--- src/rtl/reg_share_arbiter_pkg.sv ---
// Shared definitions for the LED-register sharing arbiter: FSM encoding and
// an elaboration-time log2 helper used to size index and counter fields.
package reg_share_arbiter_pkg;

    typedef enum logic {
        ST_IDLE = 1'b0,
        ST_HOLD = 1'b1
    } state_t;

    // Ceiling log2; returns 0 for values of 0 or 1.
    function automatic int clog2(input int value);
        int result;
        int remaining;
        result    = 0;
        remaining = value - 1;
        while (remaining > 0) begin
            result    = result + 1;
            remaining = remaining >> 1;
        end
        return result;
    endfunction

endpackage

--- src/rtl/reg_share_arbiter_tick_gen.sv ---
// Free-running prescaler: counts while enabled and pulses tick for one cycle
// each time the TICK_BITS-wide counter reaches all-ones, then wraps to zero.
module tick_gen
    import reg_share_arbiter_pkg::*;
#(
    parameter int TICK_BITS = 22
) (
    input  logic clk_in,
    input  logic rst_in,
    input  logic clear,
    output logic tick
);

    logic [TICK_BITS-1:0] count;

    // NOTE: state is updated with non-blocking assignments so every register
    // samples pre-edge values, independent of process evaluation order.
    always_ff @(posedge clk_in or posedge rst_in) begin
        if (rst_in) begin
            count <= '0;
        end else if (clear) begin
            count <= '0;
        end else begin
            count <= count + TICK_BITS'(1);
        end
    end

    assign tick = &count;

endmodule

--- src/rtl/reg_share_arbiter.sv ---
// Round-robin owner of a shared WIDTH-bit pattern register: latches the
// winner's pattern at grant and holds it for HOLD_TICKS prescaled ticks.
module reg_share_arbiter
    import reg_share_arbiter_pkg::*;
#(
    parameter int N_REQ      = 4,
    parameter int WIDTH      = 4,
    parameter int TICK_BITS  = 22,
    parameter int HOLD_TICKS = 4
) (
    input  logic                     clk_in,
    input  logic                     rst_in,
    input  logic [N_REQ-1:0]         req,
    input  logic [N_REQ*WIDTH-1:0]   data_in,
    output logic [N_REQ-1:0]         grant,
    output logic [WIDTH-1:0]         dout,
    output logic                     busy,
    output logic                     done
);

    localparam int IDX_W = clog2(N_REQ);
    localparam int HC_W  = clog2(HOLD_TICKS) + 1;

    state_t               state;
    state_t               state_next;
    logic [IDX_W-1:0]     last_grant;
    logic [IDX_W-1:0]     cur;
    logic [IDX_W-1:0]     win;
    logic [HC_W-1:0]      hold_cnt;
    logic                 tick;
    logic                 start;
    logic                 rel;
    logic [WIDTH-1:0]     slices [N_REQ];

    // First requester strictly after 'last', wrapping; the sum is one bit wider
    // so the explicit modulo also works when N_REQ is not a power of two.
    function automatic logic [IDX_W-1:0] rr_pick(input logic [N_REQ-1:0] r,
                                                 input logic [IDX_W-1:0] last);
        logic [IDX_W:0]   idx;
        logic [IDX_W-1:0] pick;
        logic             found;
        pick  = '0;
        found = 1'b0;
        for (int i = 1; i <= N_REQ; i++) begin
            idx = {1'b0, last} + (IDX_W + 1)'(i);
            if (idx >= (IDX_W + 1)'(N_REQ)) begin
                idx = idx - (IDX_W + 1)'(N_REQ);
            end
            if (!found && r[idx[IDX_W-1:0]]) begin
                pick  = idx[IDX_W-1:0];
                found = 1'b1;
            end
        end
        return pick;
    endfunction

    always_comb begin
        for (int i = 0; i < N_REQ; i++) begin
            slices[i] = data_in[i*WIDTH +: WIDTH];
        end
    end

    assign win = rr_pick(req, last_grant);

    tick_gen #(
        .TICK_BITS (TICK_BITS)
    ) u_tick_gen (
        .clk_in (clk_in),
        .rst_in (rst_in),
        .clear  (state != ST_HOLD),
        .tick   (tick)
    );

    always_ff @(posedge clk_in or posedge rst_in) begin
        if (rst_in) begin
            state <= ST_IDLE;
        end else begin
            state <= state_next;
        end
    end

    // NOTE: every variable assigned in always_comb gets a default first, so no
    // path through the block leaves it unassigned and a latch cannot form.
    always_comb begin
        state_next = state;
        case (state)
            ST_IDLE: begin
                if (|req) begin
                    state_next = ST_HOLD;
                end
            end
            ST_HOLD: begin
                if (!req[cur] || (tick && hold_cnt == HC_W'(HOLD_TICKS - 1))) begin
                    state_next = ST_IDLE;
                end
            end
            default: state_next = ST_IDLE;
        endcase
    end

    always_comb begin
        start = (state == ST_IDLE) && (state_next == ST_HOLD);
        rel   = (state == ST_HOLD) && (state_next == ST_IDLE);
    end

    always_ff @(posedge clk_in or posedge rst_in) begin
        if (rst_in) begin
            grant      <= '0;
            dout       <= '0;
            busy       <= 1'b0;
            done       <= 1'b0;
            hold_cnt   <= '0;
            cur        <= '0;
            last_grant <= IDX_W'(N_REQ - 1);
        end else begin
            done <= 1'b0;
            if (start) begin
                grant    <= {{(N_REQ-1){1'b0}}, 1'b1} << win;
                dout     <= slices[win];
                busy     <= 1'b1;
                hold_cnt <= '0;
                cur      <= win;
            end else if (rel) begin
                grant      <= '0;
                busy       <= 1'b0;
                done       <= 1'b1;
                last_grant <= cur;
            end else if (state == ST_HOLD && tick) begin
                hold_cnt <= hold_cnt + HC_W'(1);
            end
        end
    end

endmodule

--- config.mk ---
export PLATFORM = sky130hd
export DESIGN_NAME = reg_share_arbiter
export DESIGN_NICKNAME = d
export VERILOG_FILES = /design/src/rtl/reg_share_arbiter_pkg.sv /design/src/rtl/reg_share_arbiter_tick_gen.sv /design/src/rtl/reg_share_arbiter.sv
export SDC_FILE = /design/constraint.sdc
export NUM_CORES = 1
export LEC_CHECK = 0
export CORE_MARGIN = 2
export CORE_UTILIZATION = 45
export CTS_CLUSTER_SIZE = 20
export DETAILED_ROUTE_END_ITERATION = 12
export PLACE_DENSITY = 0.71
export SYNTH_ARGS = -nofsm -noshare
export SYNTH_HDL_FRONTEND = slang
export SYNTH_SLANG_ARGS = --single-unit
--- constraint.sdc ---
create_clock -name clk_in -period 1.5 [get_ports clk_in]
set_input_delay 0.225 -clock clk_in [delete_from_list [all_inputs] [get_ports clk_in]]
set_output_delay 0.225 -clock clk_in [all_outputs]
set_load 0.005 [all_outputs]
==> results of run 1 <==
## report_power, final
| part | internal [mW] | switching [mW] | total, mW | leakage [nW] |
|---|---|---|---|---|
| registers | 1.35 | 0.184 | 1.53 | 0.524 |
| logic | 1.12 | 0.940 | 2.06 | 0.897 |
| clock network | 0.655 | 0.374 | 1.03 | 0.0642 |
## cells in the final DEF, fill, tap and decap left out, drive strengths merged, types with 6 or more instances in the layout
master,count
xor2,9
buf,50
nor2,34
nand3,7
nand2,13
and3,6
dfrtp,38
nor3,6
a211oi,9
inv,11
xnor2,10
clkdlybuf4s50,27
## area by class of cell
cell class                      count  area, um2
Multi-Input combinational cell    149       1260
Timing Repair Buffer               81        727
Fill cell                         309       1160
Inverter                           11       41.3
Clock inverter                      2       60.1
Tap cell                           52       65.1
Clock buffer                        5       68.8
Sequential cell                    40       1000
## through the flow
step	utilization	cells	hold slack (ps)	worst slack, ps	TNS, ps
CTS	0.697	335	184	-132	-680
detailed placement	0.641	325	473	-592	-8190
global placement	0.641	325	474	-502	-7350
finish	0.735	340	174	-126	-1140
floorplan	-	205	416	-68.5	-491
global route	0.735	340	222	-245	-2420
## worst max-delay path by stage
stage | cells past startpoint | slack (ps) | end
floorplan | 6 | -70 | dout[0]$_DFFE_PP0P_
global placement | 6 | -500 | dout[0]$_DFFE_PP0P_
detailed placement | 6 | -590 | dout[3]$_DFFE_PP0P_
CTS | 7 | -130 | hold_cnt[1]$_DFFE_PP0P_
global route | 7 | -240 | hold_cnt[1]$_DFFE_PP0P_
finish | 6 | -130 | dout[0]$_DFFE_PP0P_
## what timing repair did
item	4_1_cts	5_1_grt
buffers inserted	3	5
gates resized for setup	25	31
pin swaps	11	14
gates cloned	1	0
setup endpoints to repair	23	25
## routing by layer
metal  wire (um)  vias up
li1            -      883
met1        2300      889
met2        2650       28
met3         128       13
met4         133        0
met5           0        -
## cells by family after synthesis
kind of cell | Yosys count | share of synthesized area
adders and majority gates | 3 | 0.0182
xor gates and xnor gates | 19 | 0.0808
buffers and inverters | 17 | 0.0346
DFF | 40 | 0.487
AOI/OAI and AO/OA | 31 | 0.111
and+or+nand+nor | 87 | 0.219
muxes | 8 | 0.0498
## worst max-delay path: stages, from the launching register on
cell and delay, ps:
sky130_fd_sc_hd__dfstp_2 570, sky130_fd_sc_hd__nand2b_4 120, sky130_fd_sc_hd__a21o_1 190, sky130_fd_sc_hd__buf_4 190, sky130_fd_sc_hd__a31oi_4 100, sky130_fd_sc_hd__a211oi_2 240
sky130_fd_sc_hd__a211oi_1 90
## sequential cells by signal (all words and copies together) (netlist names)
name / count
u_tick_gen.count: 22
dout: 4
grant: 4
hold_cnt: 3
cur: 2
last_grant: 2
busy: 1
done: 1
state: 1
==> metrics.txt, run 1 <==
# TYPE chip_impl_metric gauge
chip_impl_info{name="count_leader_synth",value="sky130_fd_sc_hd__dfrtp_1"} 1
chip_impl_metric{name="globalRouteOverflowTotal",unit=""} 0
chip_impl_metric{name="total_power",unit="mW"} 4.62
chip_impl_metric{name="routabilityCongestion",unit=""} 0.753
chip_impl_metric{name="start_util",unit=""} 0.470
chip_impl_metric{name="floorplan.die.height",unit="um"} 71.7
chip_impl_metric{name="cts.sink_count",unit=""} 40
chip_impl_metric{name="power_per_cell_area",unit="nW/um2"} 1430
chip_impl_metric{name="gr-usage-all-layers",unit=""} 0.210
chip_impl_metric{name="hold_viol_final",unit=""} 0
chip_impl_metric{name="timing_max_transition_violations_final",unit=""} 0
chip_impl_metric{name="number_of_drc_violations_after_detailed_routing_iteration_0",unit=""} 80
chip_impl_metric{name="post_synth_net_total",unit=""} 230
chip_impl_metric{name="layout.nets",unit=""} 313
chip_impl_info{name="worstSetupEndpointType",value="register"} 1
chip_impl_metric{name="path_clk_slew",unit="ps"} 80
chip_impl_metric{name="drt-wirelength-per-cell",unit="um"} 15.3
chip_impl_info{name="setup.worst_path.class",value="reg2reg"} 1
chip_impl_metric{name="detailroute.via_count",unit=""} 1813
chip_impl_metric{name="post-route-period-util",unit=""} 1.08
chip_impl_info{name="top_ff_cell_synth",value="sky130_fd_sc_hd__dfrtp_1"} 1
chip_impl_metric{name="worstRegToRegCells",unit=""} 6
chip_impl_metric{name="post-dp-hpwl",unit="um"} 3360
chip_impl_metric{name="worst-r2r-setup-slack",unit="ps"} -130
chip_impl_metric{name="placement.io_buffers",unit=""} 31
chip_impl_metric{name="timing.max_cap.violations",unit=""} 0
chip_impl_metric{name="drc",unit=""} 0
chip_impl_metric{name="grtUsageMet1",unit=""} 0.281
chip_impl_metric{name="syn2layout_area_growth",unit="%"} 56.5
chip_impl_metric{name="die_w",unit="um"} 71.7
chip_impl_metric{name="yosys_warnings",unit=""} 0
chip_impl_info{name="cts_tree",value="built"} 1
chip_impl_metric{name="floorplan.core_area",unit="um2"} 4380
chip_impl_info{name="global_route.peak_usage_layer",value="met2"} 1
chip_impl_metric{name="drt_pre_antenna_iters",unit=""} 4
chip_impl_metric{name="timing.max_slew.rel_slack",unit=""} 0.773
chip_impl_metric{name="asyncSetResetFlopFracSynth",unit=""} 1.00
chip_impl_metric{name="post-route-min-period",unit="ps"} 1630
chip_impl_metric{name="setup-violations-final",unit=""} 15
chip_impl_info{name="outcome",value="finished, violations left"} 1
chip_impl_metric{name="cts-buffers-inserted",unit=""} 5
chip_impl_metric{name="worstPathMaxFanout",unit=""} 4
chip_impl_metric{name="groute.layer.met3.usage",unit=""} 0.0352
chip_impl_metric{name="final_skew",unit="ps"} 11.9
chip_impl_metric{name="synthCells",unit=""} 205
chip_impl_metric{name="drive_gt1_frac",unit=""} 0.375
chip_impl_metric{name="cts-root-to-sink-buffers",unit=""} 2
chip_impl_metric{name="count_of_flip_flops_with_a_built_in_enable_after_synthesis",unit=""} 0
chip_impl_metric{name="fp-row-count",unit=""} 24
chip_impl_metric{name="netlist-cell-type-count",unit=""} 45
chip_impl_info{name="crit_start",value="last_grant[0]$_DFFE_PP1P_"} 1
chip_impl_metric{name="clock_insertion_delay_worst_skew",unit="ps"} 300
chip_impl_metric{name="max_slew.worst_pin.slew",unit="ps"} 340
chip_impl_metric{name="grt_pass1_wl",unit="um"} 8380
chip_impl_info{name="r2r-end",value="dout[0]$_DFFE_PP0P_"} 1
chip_impl_metric{name="cell_area_after_synthesis",unit="um2"} 2060
chip_impl_metric{name="yosysTopAreaCellShare",unit=""} 0.461
chip_impl_metric{name="dpl_cell_area",unit="um2"} 2810
chip_impl_metric{name="syn_area_per_cell",unit="um2"} 10.1
chip_impl_metric{name="cts_hold_buf",unit=""} 0
chip_impl_metric{name="postSynthRegisterBits",unit=""} 40
chip_impl_info{name="clk_root_buffer_cell",value="sky130_fd_sc_hd__clkbuf_8"} 1
chip_impl_metric{name="ys_seq_area_frac",unit=""} 0.487
chip_impl_metric{name="use_met2",unit=""} 0.337
chip_impl_metric{name="detail_route.vias_per_cell",unit=""} 5.33
chip_impl_metric{name="layout.cell_area.non_filler",unit="um2"} 3220
chip_impl_metric{name="wirelength",unit="um"} 5220
chip_impl_info{name="reg2reg_launch_point",value="last_grant[0]$_DFFE_PP1P_"} 1
chip_impl_info{name="violations",value="setup timing"} 1
chip_impl_info{name="critical_path.startpoint_type",value="register"} 1
chip_impl_metric{name="antenna_left",unit=""} 0
chip_impl_metric{name="grt_start_max_net_pins",unit=""} 34
chip_impl_metric{name="setup_slack",unit="ps"} -126
chip_impl_metric{name="cts_h_tree_lvls",unit=""} 2
chip_impl_metric{name="insertedDiodeCount",unit=""} 0
chip_impl_info{name="top_post_synthesis_cells_by_count",value="38 x sky130_fd_sc_hd__dfrtp_1, 34 x sky130_fd_sc_hd__nor2_1, 12 x sky130_fd_sc_hd__nand2_1, 11 x sky130_fd_sc_hd__inv_1, 10 x sky130_fd_sc_hd__xnor2_1"} 1
chip_impl_metric{name="vdd.ir_drop.worst",unit="mV"} 1.13
chip_impl_info{name="timing.hold.worst.class",value="in2async"} 1
chip_impl_metric{name="p_leak",unit="nW"} 1.48
chip_impl_metric{name="timing.critical_path.required",unit="ps"} 1660
chip_impl_metric{name="io_pins",unit=""} 32
chip_impl_metric{name="antenna_violations_before_repair",unit=""} 0
chip_impl_metric{name="maxClockFrequency",unit="MHz"} 615
chip_impl_info{name="synthDominantAreaCellType",value="sky130_fd_sc_hd__dfrtp_1"} 1
chip_impl_metric{name="first_global_vias",unit=""} 1801
chip_impl_info{name="setup_repair_after_global_routing_missed_its_margin",value="yes"} 1
chip_impl_metric{name="dieArea",unit="um2"} 5140
chip_impl_metric{name="critPathArrivalTime",unit="ps"} 1790
chip_impl_info{name="netlist_top_cells_area",value="sky130_fd_sc_hd__dfrtp_1 46%, sky130_fd_sc_hd__nor2_1 6.2%, sky130_fd_sc_hd__xnor2_1 4.3%, sky130_fd_sc_hd__xor2_1 3.8%, sky130_fd_sc_hd__a211oi_1 3.3%"} 1
Note: power is estimated with default switching activity, not from simulation.
==> inputs of run 2 (changes only) <==
--- a/config.mk
+++ b/config.mk
@@ -9,6 +9,7 @@
 export CORE_UTILIZATION = 45
 export CTS_CLUSTER_SIZE = 20
 export DETAILED_ROUTE_END_ITERATION = 12
+export MAX_ROUTING_LAYER = met4
 export PLACE_DENSITY = 0.71
 export SYNTH_ARGS = -nofsm -noshare
 export SYNTH_HDL_FRONTEND = slang
==> constraint.sdc (replaced) <==
create_clock -name clk_in -period 1.5 [get_ports clk_in]
set_input_delay 0.3 -clock clk_in [delete_from_list [all_inputs] [get_ports clk_in]]
set_output_delay 0.3 -clock clk_in [all_outputs]
set_load 0.005 [all_outputs]
==> run 2 against run 1 <==
Compared with the run above:
- the run still ends with setup timing left
- first-iteration DRC count increased by 36%
- global-route usage fell by 0.78 points
- critical endpoint is now last_grant[0]$_DFFE_PP1P_
- combinational power is 13% higher
- via count rose by 2.8%
- die area unchanged
==> metrics.txt, run 2 (synthesis results as in run 1) <==
# TYPE chip_impl_metric gauge
chip_impl_metric{name="setup_slack",unit="ps"} -192
chip_impl_info{name="clk_root_buffer_cell",value="sky130_fd_sc_hd__clkbuf_8"} 1
chip_impl_info{name="reg2reg_launch_point",value="u_tick_gen.count[12]$_DFF_PP0_"} 1
chip_impl_metric{name="clkPwrFrac",unit=""} 0.185
chip_impl_metric{name="maxClockFrequency",unit="MHz"} 591
chip_impl_info{name="top_regs",value="u_tick_gen.count: 22 flops, dout: 4 flops, grant: 4 flops"} 1
chip_impl_info{name="crit_start",value="u_tick_gen.count[12]$_DFF_PP0_"} 1
chip_impl_info{name="setup_repair_after_global_routing_missed_its_margin",value="yes"} 1
chip_impl_metric{name="floorplan.die.height",unit="um"} 71.7
chip_impl_metric{name="switching_power",unit="mW"} 1.56
chip_impl_metric{name="die_w",unit="um"} 71.7
chip_impl_metric{name="number_of_drc_violations_after_detailed_routing_iteration_0",unit=""} 109
chip_impl_metric{name="cts-buffers-inserted",unit=""} 5
chip_impl_metric{name="largest_register_ff_count",unit=""} 22
chip_impl_metric{name="critPathArrivalTime",unit="ps"} 1920
chip_impl_metric{name="power_per_cell_area",unit="nW/um2"} 1430
chip_impl_metric{name="post-route-min-period",unit="ps"} 1690
chip_impl_metric{name="syn2layout_area_growth",unit="%"} 60.3
chip_impl_metric{name="routabilityCongestion",unit=""} 0.791
chip_impl_info{name="cts_tree",value="built"} 1
chip_impl_metric{name="grt_start_max_net_pins",unit=""} 41
chip_impl_info{name="critical-path-slowest-cell",value="sky130_fd_sc_hd__o31ai_4"} 1
chip_impl_metric{name="floorplan.core_area",unit="um2"} 4380
chip_impl_metric{name="fp-row-count",unit=""} 24
chip_impl_metric{name="grt_pass1_wl",unit="um"} 7940
chip_impl_info{name="violations",value="setup timing"} 1
chip_impl_info{name="cell_breakdown_of_the_critical_path",value="and4_4, nand4_4, o31ai_4, nand2_2, mux2_4"} 1
chip_impl_metric{name="io_pins",unit=""} 32
chip_impl_info{name="largest_register",value="u_tick_gen.count"} 1
chip_impl_metric{name="drt_pre_antenna_iters",unit=""} 4
chip_impl_metric{name="clock_insertion_delay_worst_skew",unit="ps"} 290
chip_impl_metric{name="first_global_vias",unit=""} 1753
chip_impl_metric{name="antenna_violations_before_repair",unit=""} 0
chip_impl_info{name="timing.hold.worst.class",value="in2async"} 1
chip_impl_metric{name="worst-r2r-setup-slack",unit="ps"} -190
chip_impl_info{name="worstSetupEndpointType",value="register"} 1
chip_impl_metric{name="cell_internal_pwr",unit="mW"} 3.15
chip_impl_metric{name="worstRegToRegCells",unit=""} 5
chip_impl_metric{name="p_sw_frac",unit=""} 0.332
chip_impl_metric{name="drc",unit=""} 0
chip_impl_metric{name="post-route-period-util",unit=""} 1.13
chip_impl_info{name="outcome",value="finished, violations left"} 1
chip_impl_info{name="mostFrequentLayoutCell",value="sky130_fd_sc_hd__buf_4"} 1
chip_impl_info{name="critical_path.startpoint_type",value="register"} 1
chip_impl_metric{name="detailroute.via_count",unit=""} 1863
chip_impl_metric{name="timing.max_slew.rel_slack",unit=""} 0.779
chip_impl_metric{name="wirelength",unit="um"} 5230
chip_impl_metric{name="vdd.ir_drop.worst",unit="mV"} 0.952
chip_impl_metric{name="timing.max_cap.violations",unit=""} 0
chip_impl_metric{name="dieArea",unit="um2"} 5140
chip_impl_metric{name="gr-usage-all-layers",unit=""} 0.202
chip_impl_metric{name="detail_route.vias_per_cell",unit=""} 5.28
chip_impl_metric{name="hold_viol_final",unit=""} 0
chip_impl_metric{name="globalRouteOverflowTotal",unit=""} 0
chip_impl_metric{name="timing_max_transition_violations_final",unit=""} 0
chip_impl_metric{name="critical-path-max-stage-delay",unit="ps"} 400
chip_impl_metric{name="sequentialPowerShare",unit=""} 0.320
chip_impl_metric{name="dpl_cell_area",unit="um2"} 2900
chip_impl_metric{name="insertedDiodeCount",unit=""} 0
chip_impl_metric{name="max_slew.worst_pin.slew",unit="ps"} 332
chip_impl_metric{name="num-fill-cells",unit=""} 292
chip_impl_metric{name="final_skew",unit="ps"} 6.05
chip_impl_metric{name="cts-root-to-sink-buffers",unit=""} 2
chip_impl_metric{name="worstPathMaxFanout",unit=""} 3
chip_impl_metric{name="combinationalPowerShare",unit=""} 0.495
chip_impl_metric{name="antenna_left",unit=""} 0
chip_impl_metric{name="cts.sink_count",unit=""} 40
chip_impl_metric{name="post-dp-hpwl",unit="um"} 3380
chip_impl_metric{name="setup-violations-final",unit=""} 17
chip_impl_metric{name="start_util",unit=""} 0.470
chip_impl_metric{name="placement.io_buffers",unit=""} 31
chip_impl_metric{name="total_power",unit="mW"} 4.71
chip_impl_metric{name="drive_gt1_frac",unit=""} 0.419
chip_impl_metric{name="path_clk_slew",unit="ps"} 80
chip_impl_metric{name="timing.critical_path.required",unit="ps"} 1720
chip_impl_metric{name="cts_h_tree_lvls",unit=""} 2
chip_impl_metric{name="layout.cell_area.non_filler",unit="um2"} 3300
chip_impl_metric{name="p_leak",unit="nW"} 1.52
chip_impl_metric{name="layout.nets",unit=""} 325
chip_impl_info{name="setup.worst_path.class",value="reg2reg"} 1
chip_impl_info{name="r2r-end",value="last_grant[0]$_DFFE_PP1P_"} 1
chip_impl_metric{name="drt-wirelength-per-cell",unit="um"} 14.8
chip_impl_info{name="commonest_cells_after_routing_fill_and_taps_aside",value="53 x sky130_fd_sc_hd__buf_4, 38 x sky130_fd_sc_hd__dfrtp_1, 32 x sky130_fd_sc_hd__nor2_1"} 1
==> run 2: cell count changes in the layout (fill, tap and decap cells not counted), sizes merged <==
cell and delta:
and3 -1, buf +13, bufinv -1, clkdlybuf4s50 -3
clkinv +1, clkinvlp +1, dlymetal6s2s +3
==> run 2: critical path, delay by kind of cell (launching register included) <==
| kind | cells | cell delay, ps |
|---|---|---|
| AND/OR/NAND/NOR | 3 | 540 |
| multiplexers | 1 | 320 |
| flip-flops | 1 | 370 |
| AO/OA/AOI/OAI | 1 | 400 |
==> run 2: final cells by class <==
| class | count | area, um2 | share of cell area |
|---|---|---|---|
| inverter | 11 | 43.8 | 0.0133 |
| sequential | 40 | 1000 | 0.304 |
| multi-input combinational | 148 | 1230 | 0.372 |
| timing repair buffer | 94 | 850 | 0.257 |
| clock inverter | 3 | 42.5 | 0.0129 |
| clock buffer | 5 | 68.8 | 0.0208 |
| tap | 52 | 65.1 | 0.0197 |
==> run 2: worst max-delay path by stage <==
stage | to | depth (start not counted)
2_1_floorplan | dout[0]$_DFFE_PP0P_ | 6
3_3_place_gp | dout[2]$_DFFE_PP0P_ | 7
3_5_place_dp | dout[2]$_DFFE_PP0P_ | 8
4_1_cts | dout[2]$_DFFE_PP0P_ | 6
5_1_grt | last_grant[1]$_DFFE_PP1P_ | 6
6_report | last_grant[0]$_DFFE_PP1P_ | 5
==> run 2: through the flow <==
stage	TNS, ps	utilization	instances	hold slack, ps	setup WS (ps)
finish	-1240	0.753	353	364	-192
global route	-2150	0.753	353	385	-228
CTS	-862	0.710	345	376	-94.7
detailed placement	-9060	0.662	334	480	-598
global placement	-8630	0.662	334	471	-568
floorplan	-543	-	205	416	-78.3
==> run 2: power groups by stage <==
stage | logic, mW | registers [mW] | clock network (mW)
6_report | 2.33 | 1.51 | 0.869
5_1_grt | 2.50 | 1.54 | 0.948
3_5_place_dp | 1.89 | 1.53 | 0
4_1_cts | 2.09 | 1.51 | 0.890
2_1_floorplan | 0.928 | 1.51 | 0
3_3_place_gp | 1.85 | 1.53 | 0
==> run 2: timing repair <==
item,in CTS,in global routing
hold buffers,0,0
pin swaps,14,14
setup endpoints to repair,23,27
resized for setup,26,31
setup buffers,4,8
==> run 2: metal layers <==
metal,track usage,wire (um),vias up
li1,-,-,902
met1,0.257,2350,931
met2,0.340,2740,24
met3,0.0380,94,6
met4,0.0440,52,0
met5,-,0,-
